<file path="config.mk">
export PLATFORM = sky130hd
export DESIGN_NAME = programmable_timeout_counter
export DESIGN_NICKNAME = d
export VERILOG_FILES = /design/src/rtl/programmable_timeout_counter.sv
export SDC_FILE = /design/constraint.sdc
export NUM_CORES = 1
export LEC_CHECK = 0
export CORE_UTILIZATION = 60
export DETAILED_ROUTE_END_ITERATION = 10
export DONT_BUFFER_PORTS = 1
export PLACE_DENSITY_LB_ADDON = 0.15
export SKIP_CTS_REPAIR_TIMING = 1
export SYNTH_ARGS = -nofsm -noshare
export SYNTH_HDL_FRONTEND = slang
export SYNTH_SLANG_ARGS = --single-unit
</file>
<file path="constraint.sdc">
create_clock -name clk -period 2 [get_ports clk]
set_input_delay 0.4 -clock clk [delete_from_list [all_inputs] [get_ports clk]]
set_output_delay 0.4 -clock clk [all_outputs]
set_load 0.01 [all_outputs]
</file>
<file path="src/rtl/programmable_timeout_counter.sv">
// Programmable timeout counter: IDLE/RUN/DONE sequencer with one-shot or auto-reload terminal pulses.
// Optional tick prescaler compiled in with `define PTC_PRESCALE_EN.
module programmable_timeout_counter #(
  parameter int WIDTH        = 7,
  parameter int DEFAULT_TERM = 99,
  parameter int PRESCALE_W   = 4
) (
  input  logic                  clk,
  input  logic                  rst,
  input  logic                  cnt_en,
  input  logic [WIDTH-1:0]      term,
  input  logic                  mode,
  input  logic                  clear,
`ifdef PTC_PRESCALE_EN
  input  logic [PRESCALE_W-1:0] prescale,
`endif
  output logic                  timeout,
  output logic                  done,
  output logic                  busy,
  output logic [WIDTH-1:0]      count
);

  typedef enum logic [1:0] {
    ST_IDLE = 2'd0,
    ST_RUN  = 2'd1,
    ST_DONE = 2'd2
  } state_t;

  localparam logic [WIDTH-1:0] ZERO     = {WIDTH{1'b0}};
  localparam logic [WIDTH-1:0] ONE      = WIDTH'(1);
  localparam logic [WIDTH-1:0] DEF_TERM = WIDTH'(DEFAULT_TERM);

  state_t           state_r, state_n_s;
  logic [WIDTH-1:0] count_r, count_n_s;
  logic [WIDTH-1:0] term_q_r, term_q_n_s;
  logic [WIDTH-1:0] eff_term_s;
  logic             timeout_r, timeout_n_s;
  logic             done_r, busy_r;
  logic             tick_s;

  assign eff_term_s = (term == ZERO) ? DEF_TERM : term;

`ifdef PTC_PRESCALE_EN
  localparam logic [PRESCALE_W-1:0] PZERO = {PRESCALE_W{1'b0}};
  localparam logic [PRESCALE_W-1:0] PONE  = PRESCALE_W'(1);

  logic [PRESCALE_W-1:0] presc_r;

  assign tick_s = (state_r == ST_RUN) && cnt_en && (presc_r == prescale);

  // Prescaler: held at zero outside RUN, so RUN entry and reload always start from zero.
  always_ff @(posedge clk or negedge rst) begin
    if (!rst) begin
      presc_r <= PZERO;
    end else if (clear || (state_r != ST_RUN)) begin
      presc_r <= PZERO;
    end else if (cnt_en) begin
      presc_r <= (presc_r == prescale) ? PZERO : (presc_r + PONE);
    end else begin
      presc_r <= presc_r;
    end
  end
`else
  assign tick_s = (state_r == ST_RUN) && cnt_en;
`endif

  // Next-state, count and terminal-pulse decode; clear overrides everything except reset.
  always_comb begin
    state_n_s   = state_r;
    count_n_s   = count_r;
    term_q_n_s  = term_q_r;
    timeout_n_s = 1'b0;
    if (clear) begin
      state_n_s = ST_IDLE;
      count_n_s = ZERO;
    end else begin
      case (state_r)
        ST_IDLE: begin
          count_n_s = ZERO;
          if (cnt_en) begin
            state_n_s  = ST_RUN;
            term_q_n_s = eff_term_s;
          end else begin
            state_n_s = ST_IDLE;
          end
        end
        ST_RUN: begin
          if (tick_s) begin
            if (count_r == term_q_r) begin
              timeout_n_s = 1'b1;
              count_n_s   = ZERO;
              // mode only matters here, at the terminal tick
              if (mode) begin
                term_q_n_s = eff_term_s;
              end else begin
                state_n_s = ST_DONE;
              end
            end else begin
              count_n_s = count_r + ONE;
            end
          end else begin
            count_n_s = count_r;
          end
        end
        ST_DONE: begin
          count_n_s = ZERO;
          if (!cnt_en) begin
            state_n_s = ST_IDLE;
          end else begin
            state_n_s = ST_DONE;
          end
        end
        default: begin
          state_n_s = ST_IDLE;
          count_n_s = ZERO;
        end
      endcase
    end
  end

  // State, count, terminal latch and registered output flags.
  always_ff @(posedge clk or negedge rst) begin
    if (!rst) begin
      state_r   <= ST_IDLE;
      count_r   <= ZERO;
      term_q_r  <= ZERO;
      timeout_r <= 1'b0;
      done_r    <= 1'b0;
      busy_r    <= 1'b0;
    end else begin
      state_r   <= state_n_s;
      count_r   <= count_n_s;
      term_q_r  <= term_q_n_s;
      timeout_r <= timeout_n_s;
      done_r    <= (state_n_s == ST_DONE);
      busy_r    <= (state_n_s == ST_RUN);
    end
  end

  assign timeout = timeout_r;
  assign done    = done_r;
  assign busy    = busy_r;
  assign count   = count_r;

endmodule

</file>
### After elaboration in Yosys (flattened, before gate mapping)

Index checks and enable logic that the tools add are counted.
Widths: inputs -> output; s select.

| operators by class | value |
|---|---|
| $add $sub $neg | 1 |
| eq/ne operators | 10 |
| muxes and demuxes | 21 |
| bitwise logic cells | 1 |
| reductions and logical operators | 5 |

Operator list:

| kind | number |
|---|---|
| $mux 7 | 9 |
| $pmux 7 s2 | 1 |
| $mux 2 | 5 |
| $add 7x1->7 const B | 1 |
| $eq 7x7->1 | 1 |
| $logic_not 7->1 | 1 |
| $ne 2x2->1 const B | 3 |
| $pmux 2 s3 | 1 |
| $reduce_and 6->1 | 1 |
| $mux 1 | 5 |
| $eq 2x1->1 const B | 2 |
| $eq 2x2->1 const B | 2 |
| $ne 3x3->1 const B | 1 |
| $logic_not 2->1 | 1 |
| $ne 2x1->1 const B | 1 |
| $reduce_bool 2->1 | 1 |
| $logic_and 1x1->1 | 1 |
| $not 1->1 | 1 |

| storage, ports and cells | value |
|---|---|
| register bits | 19 |
| output and inout port bits | 10 |
| logic and storage cells | 44 |

### Logic depth before layout (Yosys ltp)

Gate-level depths: netlist of the first run.

| logic depth | value |
|---|---|
| word-level depth | 6 |
| gate-level depth with buffers | 6 |
| gate-level depth less buffers | 6 |

### Least setup slack after synthesis of the first run

No wires, ideal clock.

| timing | value |
|---|---|
| kind | reg-to-reg |
| start point | reg count_r[3], in the netlist count[3] |
| end point | reg term_q_r[0] |
| arrival | 1584 ps |
| slack | 291 ps |
| stages on the path, launching flop included | 6 |
| buffers on the path | 0 |
| clock period less this slack | 1709 ps |
| cells stage by stage | dfrtp_1 -> xnor2_1 -> nand4_1 -> o41ai_2 -> nand3_2 -> mux2_2 |

| on the way | value |
|---|---|
| longest elaborated chain between the ends | 3 |

RTL lines:

| element | RTL line | source |
|---|---|---|
| start: declaration | 34 | `logic [WIDTH-1:0] count_r, count_n_s;` |
| start signal: assignment | 132 | `count_r <= count_n_s;` |
| $eq 7x7->1 | 89 | `if (count_r == term_q_r) begin` |
| $ne 2x1->1 (no source line) | - |  |
| $reduce_and 6->1 (no source line) | - |  |
| end signal: assignment | 133 | `term_q_r <= term_q_n_s;` |
| end: declaration | 35 | `logic [WIDTH-1:0] term_q_r, term_q_n_s;` |

Every way passes these cells.
A chain may end at the register's enable or synchronous reset.

### Worst setup path after layout of the first run

| timing | value |
|---|---|
| start point | reg count_r[0], in the netlist count[0] |
| end point | reg term_q_r[3] |

The elaborated chain is that of the path after synthesis.

==> out/results.txt, run 1 <==
Outcome: finished clean
CP Launch Type: register
Num CTS Buffers: 3
Tmin final: 1.82 ns
Yosys cell types: 30
Fillcell total: 111
Most frequent cells after synthesis: dfrtp_1 (19), mux2_2 (7), nand2_1 (7), o21ai_0 (7)
Vias: 727
Period utilization: 0.910
Post-DP HPWL: 1330 um
Synth warnings: 0
Leakage: 0.449 nW
First-pass GRT wire length: 2980 um
Pin count of the biggest net entering global routing: 20
CTS root buf: clkbuf_4
Worst R2R Path Depth: 5
Worst setup EP type: register
Setup TNS: 0 ns
Post-Syn Instances: 90
RSZ-0062 raised after global routing: false
DIE AREA: 0.00179 mm^2
Total global routing overflow: 0
Reg2Reg Launch Point: count[0]
Worst path slowest cell: dfrtp_1
DRC viols: 0
Max Clk Rate: 550 MHz
Seq/Total Area, Yosys: 0.489
Async SR Flop Fraction: 1.00
Largest stage delay, worst path: 0.50 ns
Clk sinks: 19
Initial antenna violation count: 0
Flop2flop setup slack: 0.18 ns
Vias in the first global route: 716
Worst Setup SP: count[0]
CTS clk-pin slew, worst paths: 0.10 ns
Initial DRC count: 9
Avg WL per Cell: 14.7 um
Clk_skew: 0.00579 ns
Finished Layout Cells: 115
Fin nets: 113
VDD IR max: 0.000483 V
Synth Net Count: 103
Area leader, netlist: dfrtp_1
Antenna diode count: 0
CTS tree: yes
Worst Tran Pin Value: 0.786 ns
Die X: 42.3 um
Fin. max-slew vios: 0
Core box area: 0.00151 mm^2
Mapped Avg Cell Area: 10.8 um^2
WHS: 0.175 ns
Maxcap violations: 0
Post-DRT Antenna Nets: 0
Die height: 42.3 um
Number of port buffers: 0
Worst-path cell chain: xnor2_1 > nand2_1 > o41ai_2 > nand3_2 > mux2_2
P per Cell Area: 708 mW/mm^2
GRT Util Overall: 0.222
Post-Route WL: 1690 um
Number of flops mapped to enable cells by yosys: 0
Crit path required time: 2.18 ns
Critical Setup Path Class: reg -> reg
Drt first pass iters: 4
HP Class: in -> reg
Fin. Hold Viols: 0
Crit path DAT: 2.00 ns
Synthesized area: 972 um^2
Clk Latency, worst-skew pair: 0.29 ns
Final setup fails: 0
Layout cells sized above 1: 0.202
Clock Path Buffers: 2
Max_slew headroom: 0.474
Top cells by area, synth: dfrtp_1 (49%), mux2_2 (8.1%), xnor2_1 (5.4%)
Crit path to: term_q_r[3]
Placed Instances: 110
H-Tree Level Count: 1
Yosys top cell area share: 0.489
Synth Flop Type: dfrtp_1
R2r endpoint: term_q_r[3]
Initial core utilization: 0.645
Num rows: 14
I/O pins: 22
Area Growth Syn to Fin: 9.14%
Placer congestion estimate: 0.771
Most common cell in the netlist: dfrtp_1
Worst-path fanout max: 7
Seq cells post-synth: 19
Vias/cell: 6.32
-- kinds of logic (layout without fill, tap and decap cells) --
kind of cell               Yosys count  in the layout  share of synthesized area
and+or+nand+nor                     34             34                      0.198
AOI/OAI and AO/OA                   20             20                      0.147
DFF                                 19             19                      0.489
xor gates and xnor gates             7              7                     0.0631
muxes                                7              7                     0.0811
buffers and inverters                2             11                    0.00900
adders and majority gates            1              1                     0.0129
-- metal layers --
metal	GRT usage	share of wire	vias to the layer above
met3	0.0431	0.047	2
met4	0.113	0.011	0
met2	0.351	0.48	26
met5	0	0	-
met1	0.289	0.46	350
li1	-	-	349
-- state kept, by name, indices dropped and copies added, names as in the netlist --
register / count
done: 1
state_r: 2
busy: 1
count: 7
timeout: 1
term_q_r: 7
-- where the power goes --
part           total [mW]  internal [mW]  leakage (nW)  switching (mW)
clock               0.186         0.0774        0.0150           0.108
combinational       0.114         0.0621         0.188          0.0519
sequential          0.452          0.419         0.246          0.0325
total               0.751          0.558         0.449           0.193
-- layout by cell type (no fill, tap or decap), types with 2 or more instances in the layout --
cell       count
o21bai_1       2
xnor2_1        6
o2bb2ai_1      3
a21oi_1        2
nand3_1        2
nand2b_1       6
nor3_1         3
clkbuf_4       3
nor2_1         4
a41oi_1        2
and3_1         2
buf_4          5
or3b_2         2
nand2_1        7
mux2_2         7
nor3b_1        2
o21ai_0        7
dfrtp_1       19
-- how the worst min path moves through the flow --
stage	startpoint	endpoint	slack (ns)	depth (start not counted)
3_3_place_gp	rst	count[0]	0.10	0
2_1_floorplan	rst	busy	0.10	0
3_5_place_dp	rst	count[0]	0.10	0
4_1_cts	rst	count[5]	-0.21	0
5_1_grt	clear	state_r[1]	0.16	1
6_report	clear	state_r[1]	0.18	1
-- critical path, delay by kind of cell, from the launching register on --
family	cells	cell delay, ns
flip-flops	1	0.50
AO/OA/AOI/OAI	1	0.36
AND/OR/NAND/NOR	2	0.33
multiplexers	1	0.32
XOR/XNOR	1	0.20
-- stage by stage --
stage | util | worst slack [ns] | total power, mW | cell area [um^2]
5_1_grt | 0.704 | 0.0523 | 0.790 | 1060
2_1_floorplan | - | 0.291 | 0.542 | 972
3_5_place_dp | 0.680 | 0.142 | 0.566 | 1020
4_1_cts | 0.698 | 0.137 | 0.748 | 1050
3_3_place_gp | 0.680 | 0.232 | 0.558 | 1020
6_report | 0.704 | 0.181 | 0.751 | 1060
-- final cells by class --
type	count	area, um^2	share of cell area
tap	16	20.0	0.0189
sequential	19	475	0.448
timing repair buffer	6	47.5	0.0448
inverter	1	3.75	0.00354
multi-input combinational	69	488	0.460
clock buffer	4	26.3	0.0248
(Power assumes the default switching activity.)
==> run 2: changes to the inputs <==
--- a/config.mk
+++ b/config.mk
@@ -9,6 +9,7 @@
 export DETAILED_ROUTE_END_ITERATION = 10
 export DONT_BUFFER_PORTS = 1
 export PLACE_DENSITY_LB_ADDON = 0.15
+export SETUP_SLACK_MARGIN = 0.4
 export SKIP_CTS_REPAIR_TIMING = 1
 export SYNTH_ARGS = -nofsm -noshare
 export SYNTH_HDL_FRONTEND = slang
==> run 2 against run 1 <==
Compared with the run above:
- routed wire length increased by 12%
- maximum frequency is 2.3% lower
- clock power up 2%
- worst setup slack lost 0.042 ns
- die area unchanged
- sequential cell count unchanged
- clock-buffer cell count fell by 1
- core utilization rose by 7.5 points
- critical path type unchanged
- largest cell class unchanged
==> out/results.txt, run 2 (synthesis results as in run 1) <==
Outcome: finished clean (unchanged)
Overall power: 0.793 mW (was 0.751 mW)
Max Clk Rate: 537 MHz (was 550 MHz)
Initial DRC count: 14 (was 9)
Post-DRT Antenna Nets: 0 (unchanged)
Vias in the first global route: 754 (was 716)
Num rows: 14 (unchanged)
Num CTS Buffers: 3 (unchanged)
Total global routing overflow: 0 (unchanged)
Placer congestion estimate: 0.763 (was 0.771)
Number of port buffers: 0 (unchanged)
Final setup fails: 0 (unchanged)
Most frequent cells in the layout: dfrtp_1 (15), buf_4 (7), nand2_1 (6), mux2_2 (6) (was dfrtp_1 (19), nand2_1 (7), o21ai_0 (7), mux2_2 (7))
P per Cell Area: 676 mW/mm^2 (was 708 mW/mm^2)
Clk Latency, worst-skew pair: 0.29 ns (about the same)
Worst-path fanout max: 7 (unchanged)
Initial core utilization: 0.645 (unchanged)
Crit path required time: 2.18 ns (about the same)
Drt first pass iters: 4 (unchanged)
CTS tree: yes (unchanged)
CTS root buf: clkbuf_4 (unchanged)
RSZ-0062 raised after global routing: true (was false)
H-Tree Level Count: 1 (unchanged)
Initial antenna violation count: 0 (unchanged)
Layout cells sized above 1: 0.376 (was 0.202)
Area Growth Syn to Fin: 20.7% (was 9.14%)
HP Class: in -> reg (unchanged)
Clock Path Buffers: 2 (unchanged)
Fin. max-slew vios: 0 (unchanged)
Tmin final: 1.86 ns (was 1.82 ns)
Worst setup EP type: register (unchanged)
Fillcell total: 95 (was 111)
Placed instance area: 0.00103 mm^2 (was 0.00102 mm^2)
Clk_skew: 0.00834 ns (was 0.00579 ns)
Fin. Hold Viols: 0 (unchanged)
Worst Tran Pin Value: 0.829 ns (was 0.786 ns)
Avg WL per Cell: 16.2 um (was 14.7 um)
Die height: 42.3 um (unchanged)
I/O pins: 22 (unchanged)
Post-Route WL: 1900 um (was 1690 um)
DIE AREA: 0.00179 mm^2 (unchanged)
CP Launch Type: register (unchanged)
First-pass GRT wire length: 2970 um (was 2980 um)
Core box area: 0.00151 mm^2 (unchanged)
WHS: 0.150 ns (was 0.175 ns)
Fin nets: 115 (was 113)
Leakage: 0.493 nW (was 0.449 nW)
Crit path DAT: 2.04 ns (was 2.00 ns)
Placement Setup Slack: 0.216 ns (was 0.142 ns)
Setup TNS: 0 ns (unchanged)
Critical Setup Path Class: reg -> reg (unchanged)
Setup ws final: 0.139 ns (was 0.181 ns)
Period utilization: 0.930 (was 0.910)
Vias/cell: 6.27 (was 6.32)
Die X: 42.3 um (unchanged)
Finished Cell Area: 0.00117 mm^2 (was 0.00106 mm^2)
Maxcap violations: 0 (unchanged)
Antenna diode count: 0 (unchanged)
GRT Util Overall: 0.219 (was 0.222)
Clk sinks: 19 (unchanged)
Pin count of the biggest net entering global routing: 20 (unchanged)
DRC viols: 0 (unchanged)
VDD IR max: 0.000571 V (was 0.000483 V)
CTS clk-pin slew, worst paths: 0.11 ns (was 0.10 ns)
Vias: 734 (was 727)
Post-DP HPWL: 1330 um (about the same)
Max_slew headroom: 0.445 (was 0.474)
Commonest non-fill, non-tap cell in the layout: dfrtp_1 (unchanged)
[run 2: worst paths after layout]
| path | from | endpoint | slack (ns) | cells past startpoint |
|---|---|---|---|---|
| worst min-delay path | clear | state_r[1] | 0.15 | 1 |
| max in group asynchronous | rst | count[3] | 0.79 | 1 |
| worst min register to register | term_q_r[2] | term_q_r[2] | 0.54 | 1 |
| min in group asynchronous | rst | count[1] | 0.64 | 1 |
| worst max-delay path | count[3] | term_q_r[0] | 0.14 | 5 |
| worst max register to register | count[3] | term_q_r[0] | 0.14 | 5 |
[run 2: cell type report]
class,instances,area [um^2],area share
clock inverter,1,5.00,0.00426
tap,16,20.0,0.0171
timing repair buffer,8,62.6,0.0533
clock buffer,3,22.5,0.0192
sequential,19,480,0.409
inverter,1,3.75,0.00320
multi-input combinational,69,579,0.494
[run 2: metal layers]
metal	vias up	global-route usage	wire (um)
li1	351	-	-
met5	-	0	0
met3	0	0.0302	61
met2	17	0.382	940
met4	0	0.100	0
met1	366	0.268	898
[run 2: worst max-delay path, stage by stage (launching register included)]
cell,delay (ns)
dfrtp_2,0.48
xnor2_2,0.15
nand4_1,0.19
o41ai_4,0.44
nand3_4,0.16
mux2_4,0.33
[run 2: power by group]
| group | switching [mW] | internal (mW) |
|---|---|---|
| clock network | 0.116 | 0.0743 |
| logic | 0.0730 | 0.0781 |
| registers | 0.0322 | 0.420 |
| total | 0.221 | 0.572 |
[run 2: stage by stage]
| step | utilization | std cells |
|---|---|---|
| 2_1_floorplan | - | 90 |
| 3_3_place_gp | 0.687 | 110 |
| 3_5_place_dp | 0.687 | 110 |
| 4_1_cts | 0.705 | 114 |
| 5_1_grt | 0.779 | 117 |
| 6_report | 0.779 | 117 |
